<file path="config.mk">
export PLATFORM = sky130hd
export DESIGN_NAME = imm_gen_pipe
export DESIGN_NICKNAME = d
export VERILOG_FILES = /design/src/rtl/imm_pkg.sv /design/src/rtl/imm_decode.sv /design/src/rtl/imm_gen_pipe.sv
export SDC_FILE = /design/constraint.sdc
export NUM_CORES = 1
export LEC_CHECK = 0
export ABC_AREA = 1
export CORE_AREA = 4 4 136 138
export DETAILED_ROUTE_END_ITERATION = 10
export DIE_AREA = 0 0 140 142
export GPL_ROUTABILITY_DRIVEN = 0
export REMOVE_ABC_BUFFERS = 1
export SYNTH_ARGS = -nofsm -noshare
export SYNTH_HDL_FRONTEND = slang
export SYNTH_SLANG_ARGS = --single-unit
</file>
<file path="constraint.sdc">
create_clock -name clk -period 2.35 [get_ports clk]
set_clock_uncertainty 0.15 [all_clocks]
set_input_delay 0.3525 -clock clk [delete_from_list [all_inputs] [get_ports clk]]
set_output_delay 0.3525 -clock clk [all_outputs]
set_load 0.03 [all_outputs]
</file>
<file path="src/rtl/imm_pkg.sv">
// Shared constants for the immediate generator: format codes, RV opcodes and
// the skid-buffer state encoding.
package imm_pkg;

  // Format codes reported on out_fmt
  localparam logic [2:0] FMT_I   = 3'd0;
  localparam logic [2:0] FMT_S   = 3'd1;
  localparam logic [2:0] FMT_B   = 3'd2;
  localparam logic [2:0] FMT_U   = 3'd3;
  localparam logic [2:0] FMT_J   = 3'd4;
  localparam logic [2:0] FMT_R   = 3'd5;
  localparam logic [2:0] FMT_ILL = 3'd7;

  // Major opcodes, instr[6:0]
  localparam logic [6:0] OPC_LOAD   = 7'b0000011;
  localparam logic [6:0] OPC_OP_IMM = 7'b0010011;
  localparam logic [6:0] OPC_JALR   = 7'b1100111;
  localparam logic [6:0] OPC_SYSTEM = 7'b1110011;
  localparam logic [6:0] OPC_STORE  = 7'b0100011;
  localparam logic [6:0] OPC_BRANCH = 7'b1100011;
  localparam logic [6:0] OPC_LUI    = 7'b0110111;
  localparam logic [6:0] OPC_AUIPC  = 7'b0010111;
  localparam logic [6:0] OPC_JAL    = 7'b1101111;
  localparam logic [6:0] OPC_OP     = 7'b0110011;

  // Skid buffer occupancy
  typedef enum logic [1:0] {
    StEmpty = 2'd0,
    StOne   = 2'd1,
    StFull  = 2'd2
  } buf_state_e;

endpackage

</file>
<file path="src/rtl/imm_decode.sv">
// Combinational RV immediate decoder: instruction -> (fmt, sign-extended imm, illegal).
// Illegal-opcode detection only exists when IMM_ILLEGAL_EN is defined; otherwise
// unknown opcodes decode as R-type with a zero immediate.
module imm_decode
  import imm_pkg::*;
#(
  parameter int unsigned XLEN = 32
) (
  input  logic [31:0]     instr,
  output logic [2:0]      fmt,
  output logic [XLEN-1:0] imm,
  output logic            illegal
);

  logic [31:0] imm32;

  // Opcode -> format, then assemble the 32-bit immediate and widen to XLEN
  always_comb begin
    fmt     = FMT_R;
    illegal = 1'b0;
    imm32   = '0;
    case (instr[6:0])
      OPC_LOAD, OPC_OP_IMM, OPC_JALR, OPC_SYSTEM: begin
        fmt   = FMT_I;
        imm32 = {{20{instr[31]}}, instr[31:20]};
      end
      OPC_STORE: begin
        fmt   = FMT_S;
        imm32 = {{20{instr[31]}}, instr[31:25], instr[11:7]};
      end
      OPC_BRANCH: begin
        fmt   = FMT_B;
        imm32 = {{19{instr[31]}}, instr[31], instr[7], instr[30:25], instr[11:8], 1'b0};
      end
      OPC_LUI, OPC_AUIPC: begin
        fmt   = FMT_U;
        imm32 = {instr[31:12], 12'b0};
      end
      OPC_JAL: begin
        fmt   = FMT_J;
        imm32 = {{11{instr[31]}}, instr[31], instr[19:12], instr[20], instr[30:21], 1'b0};
      end
      OPC_OP: begin
        fmt = FMT_R;
      end
      default: begin
`ifdef IMM_ILLEGAL_EN
        fmt     = FMT_ILL;
        illegal = 1'b1;
`else
        fmt     = FMT_R;
`endif
      end
    endcase
    // Sign bit of every nonzero format is instr[31], which lands in imm32[31]
    imm       = {XLEN{imm32[31]}};
    imm[31:0] = imm32;
  end

endmodule

</file>
<file path="src/rtl/imm_gen_pipe.sv">
// Registered immediate generator with valid/ready handshake and 2-entry skid
// buffer. in_ready depends only on the registered state, so there is no
// combinational out_ready -> in_ready path.
// Optional feature macro: IMM_ILLEGAL_EN (report unknown opcodes as illegal).
module imm_gen_pipe
  import imm_pkg::*;
#(
  parameter int unsigned XLEN       = 32,
  parameter int unsigned PASS_INSTR = 1
) (
  input  logic            clk,
  input  logic            resetn,
  input  logic            in_valid,
  output logic            in_ready,
  input  logic [31:0]     in_instr,
  output logic            out_valid,
  input  logic            out_ready,
  output logic [XLEN-1:0] out_imm,
  output logic [2:0]      out_fmt,
  output logic [31:0]     out_instr,
  output logic            out_illegal
);

  logic [2:0]      dec_fmt;
  logic [XLEN-1:0] dec_imm;
  logic            dec_illegal;
  logic [31:0]     fwd_instr;
  logic            accept;

  buf_state_e      state_q;
  logic            in_ready_q, out_valid_q;
  logic [XLEN-1:0] out_imm_q, skid_imm_q;
  logic [2:0]      out_fmt_q, skid_fmt_q;
  logic [31:0]     out_instr_q, skid_instr_q;
  logic            out_ill_q, skid_ill_q;

  imm_decode #(
    .XLEN(XLEN)
  ) u_decode (
    .instr   (in_instr),
    .fmt     (dec_fmt),
    .imm     (dec_imm),
    .illegal (dec_illegal)
  );

  // Instruction forwarding is dropped at the input so the registers fold away
  assign fwd_instr = (PASS_INSTR != 0) ? in_instr : 32'h0;
  assign accept    = in_valid && in_ready_q;

  // Buffer FSM with registered handshake outputs and payload registers
  always_ff @(posedge clk) begin
    if (!resetn) begin
      state_q      <= StEmpty;
      in_ready_q   <= 1'b1;
      out_valid_q  <= 1'b0;
      out_imm_q    <= '0;
      out_fmt_q    <= '0;
      out_instr_q  <= '0;
      out_ill_q    <= 1'b0;
      skid_imm_q   <= '0;
      skid_fmt_q   <= '0;
      skid_instr_q <= '0;
      skid_ill_q   <= 1'b0;
    end else begin
      case (state_q)
        StEmpty: begin
          if (accept) begin
            out_imm_q   <= dec_imm;
            out_fmt_q   <= dec_fmt;
            out_instr_q <= fwd_instr;
            out_ill_q   <= dec_illegal;
            out_valid_q <= 1'b1;
            state_q     <= StOne;
          end
        end
        StOne: begin
          if (accept && out_ready) begin
            out_imm_q   <= dec_imm;
            out_fmt_q   <= dec_fmt;
            out_instr_q <= fwd_instr;
            out_ill_q   <= dec_illegal;
          end else if (accept) begin
            skid_imm_q   <= dec_imm;
            skid_fmt_q   <= dec_fmt;
            skid_instr_q <= fwd_instr;
            skid_ill_q   <= dec_illegal;
            in_ready_q   <= 1'b0;
            state_q      <= StFull;
          end else if (out_ready) begin
            out_valid_q <= 1'b0;
            state_q     <= StEmpty;
          end
        end
        StFull: begin
          // in_ready is low here, so only a drain can happen
          if (out_ready) begin
            out_imm_q   <= skid_imm_q;
            out_fmt_q   <= skid_fmt_q;
            out_instr_q <= skid_instr_q;
            out_ill_q   <= skid_ill_q;
            in_ready_q  <= 1'b1;
            state_q     <= StOne;
          end
        end
        default: begin
          state_q     <= StEmpty;
          in_ready_q  <= 1'b1;
          out_valid_q <= 1'b0;
        end
      endcase
    end
  end

  assign in_ready    = in_ready_q;
  assign out_valid   = out_valid_q;
  assign out_imm     = out_imm_q;
  assign out_fmt     = out_fmt_q;
  assign out_instr   = out_instr_q;
  assign out_illegal = out_ill_q;

endmodule

</file>
==> results.txt <==
- Derived from the worst setup path, the maximum achievable clock frequency is 0.505 GHz.
- RR Endpoint: out_imm[3]
* Min Clock Period, post-route: 1980 ps
- Detailed placement finished with a half-perimeter wire length of 10.8 mm.
* Maximum single-stage delay on the critical path: 700 ps
* Mapped Area: 5960 um2
- After the first detailed-routing iteration, the DRC count stood at 313.
- After floorplanning, the core was sized to cover 17,200 um2.
* Fill cell count: 1,797
* Mean instance size in the synthesized netlist: 7.16 um2
- The initial utilization of the core area, before any placement, comes to 34.7%.
* Row count: 48
* Count of vias placed by the detailed router: 5,766
- The number of clock buffers added by TritonCTS is 17.
- TritonCTS clock tree: yes
- In this run the static leakage power is 3.42 nW.
- Number of optimization iterations in the first detailed-route pass: 5
- The first global-routing pass estimated 28.4 mm of wire.
- The multi-input combinational cells in the finished layout cover a total of 2690 um2.
- For the pin with the worst max-slew slack, the measured transition is 837 ps.
- Register-to-Register Setup Slack: 410 ps
* Final-report max-slew violation count: 0
- After the last flow step, the layout net total stands at 957.
- Vias in the first global route: 5,465
- After detailed placement, the design holds a cell count of 1,127.
* Die outline height: 142 um
- The die covers 19,900 um2.
- The worst pin sits at a relative slew slack of 44.2%.
- From left edge to right edge, the die measures 140 um.
- The final number of hold-violating endpoints came to 0.
- The netlist uses 22 different library cells.
* Setup Fix Bufs, Post-CTS: 0
- In this run the number of H-tree levels came out at 4.
- Count of instances resized after the clock tree is built: 0
- Global-route usage over all layers: 17.4%
- CP Capture Type: output pin
* Most frequently used flop master after synthesis: dfxtp_1
* CTS Root Cell: clkbuf_16
- Max capacitance violation total: 0
- STA puts the critical path data required time at 1850 ps.
- After detailed routing, the average wire length per cell comes to 15.0 um.
- Yosys warnings: 0
* Kind of cell adding the most delay to the critical path: buffers and inverters
- Worst Hold Path Cells: 2
- The worst setup path is of the flip-flop to output pin kind.
* Finish-stage setup viols: 0
- Max IR drop VDD: 0.533 mV
- Of all nets on the critical path, the largest fanout is 2.
* Period utilisation layout: 84.2%
* Count of antenna diodes in the layout: 0
- Of the synthesized area, sequential elements account for 46.3%.
* Worst-case reg-to-reg path depth: 6
- Number of antenna violations at the first check in global routing: 0
- Run status: finished clean
- Worst path slowest cell: clkdlybuf4s50_1
- After clock tree synthesis, the clock-pin slew on the worst setup and hold paths is 60 ps.
* Worst Setup Slack, final: 371 ps
- Remaining antenna violation count after routing: 0
* End of the worst hold path: in_ready
- Sum of overflow across all layers after global routing: 0
- Clock insertion delay at the later pin of the skew report: 410 ps
- For this run, design rule violations remaining after detail routing come to 0.
- The clock passes through at most 2 buffers.
* Pin count of the biggest net entering global routing: 69
- Pwr dens: 806 nW/um2
* Cell Chain, Critical Path: clkdlybuf4s50_1
- Tracing the worst setup path back leads to its startpoint at out_imm[26].
- Number of enable-type register cells in the synthesized netlist: 0
* Category of the worst setup path launch point: flip-flop
- Input and output buffers added on the ports amount to 104.
- Async set-reset flop share out of synthesis: 0%
* Ratio of cells with drive above 1 in the final layout: 9.65%
- Leaving out filler cells and counting taps, the final layout contains 1,158.
- Post-CTS Hold Fix Bufs: 0
- Register area: 2760 um2
- The worst register-to-register path begins at state_q[0].
- Worst Hold Launch: resetn
- Dpl ws: 69.7 ps
- 106 I/O pins were placed.
- Setup repair after global routing missed its margin: false
* Arrival time at the worst endpoint: 1480 ps
* Synth Register Bits: 138
- Final wirelength: 17.3 mm
- Depth of the critical timing path with buffers and inverters included: 1
- # clock sinks: 138
* Path category of the worst min-delay check: primary input to flip-flop
- Buf+Inv Stages, Crit Path: 1
* Post-synthesis cell count: 833
- Area overhead of the layout relative to synthesis: 31.6%
* Vias per cell: 4.98
==> through the flow <==
step           hold slack (ps)  area (um2)  TNS, ps  total power [mW]  util, %
3_5_place_dp               317        7240        0              3.68     42.2
2_1_floorplan              287        5630  -102940              3.19        -
6_report                   146        7840        0              6.32     45.7
3_3_place_gp               311        7240        0              3.68     42.2
4_1_cts                    136        7840        0              6.39     45.7
5_1_grt                    150        7840        0              6.60     45.7
==> kinds of logic after synthesis <==
kind of cell / Yosys count / share of synthesized area [%]
AOI/OAI and AO/OA: 259 / 22.5
buffers and inverters: 113 / 8.75
DFF: 138 / 46.3
other: 1 / 0.0629
and+or+nand+nor: 322 / 22.4
==> synthesized netlist by cell type (3+ instances only) <==
| library cell | instances | area share (%) |
|---|---|---|
| a31oi_1 | 33 | 3.5 |
| inv_2 | 11 | 0.69 |
| buf_4 | 7 | 0.88 |
| nor2_2 | 3 | 0.31 |
| nor2_1 | 128 | 8.1 |
| o21ai_0 | 52 | 4.4 |
| buf_1 | 4 | 0.25 |
| o21ai_1 | 88 | 7.4 |
| dfxtp_1 | 138 | 46 |
| nand3_2 | 9 | 1.5 |
| buf_2 | 19 | 1.6 |
| buf_6 | 6 | 1.1 |
| nand3_1 | 31 | 2.6 |
| inv_1 | 39 | 2.5 |
| a21oi_1 | 85 | 7.1 |
| nand2_2 | 6 | 0.63 |
| clkbuf_1 | 26 | 1.6 |
| nand2_1 | 144 | 9.1 |
==> routing by layer <==
layer	vias to the layer above	track usage (%)	wire length (um)
met5	-	0	0
met1	2659	23.0	8110
met3	14	4.77	1020
met4	0	3.93	121
met2	150	28.7	8090
li1	2943	-	-
==> how the worst max path moves through the flow <==
stage | endpoint
finish | out_imm[26]
global route | out_imm[10]
CTS | out_imm[20]
detailed placement | out_imm[7]
global placement | out_imm[15]
floorplan | out_fmt[0]
==> layout make-up <==
| cell class | instances | area share [%] |
|---|---|---|
| clock buffers | 24 | 6.52 |
| clock inverters | 7 | 1.12 |
| inverters | 51 | 2.47 |
| multi-input cells | 582 | 34.3 |
| flip-flops and latches | 138 | 35.2 |
| well taps | 225 | 3.59 |
| repair buffers | 131 | 16.8 |
==> where the power goes <==
| part | internal, mW | switching (mW) |
|---|---|---|
| registers | 2.50 | 0.0882 |
| logic | 0.406 | 0.632 |
| clock network | 1.72 | 0.976 |
==> registers in the layout (all words and copies together), names as in the netlist <==
signal,cells
out_imm,32
out_instr,32
skid_imm_q,32
skid_instr_q,32
out_fmt,3
skid_fmt_q,3
state_q,2
in_ready,1
out_valid,1
==> cell usage in the layout (no fill, tap or decap) <==
cell type	instances
nand2_1	143
clkinvlp_4	1
nand2_2	6
o21bai_1	1
o21ai_0	52
a31oi_1	33
inv_2	11
nand3_2	9
nand3_1	31
nor2_4	2
a21oi_1	85
o21ai_1	88
inv_4	1
nor2_2	2
conb_1	1
dfxtp_1	138
bufinv_16	2
nand2_4	1
clkbuf_1	1
clkbuf_16	17
buf_4	22
clkinv_2	4
buf_12	6
clkbuf_8	6
nor2_1	128
clkdlybuf4s50_1	103
inv_1	39
Note: power is estimated with default switching activity, not from simulation.
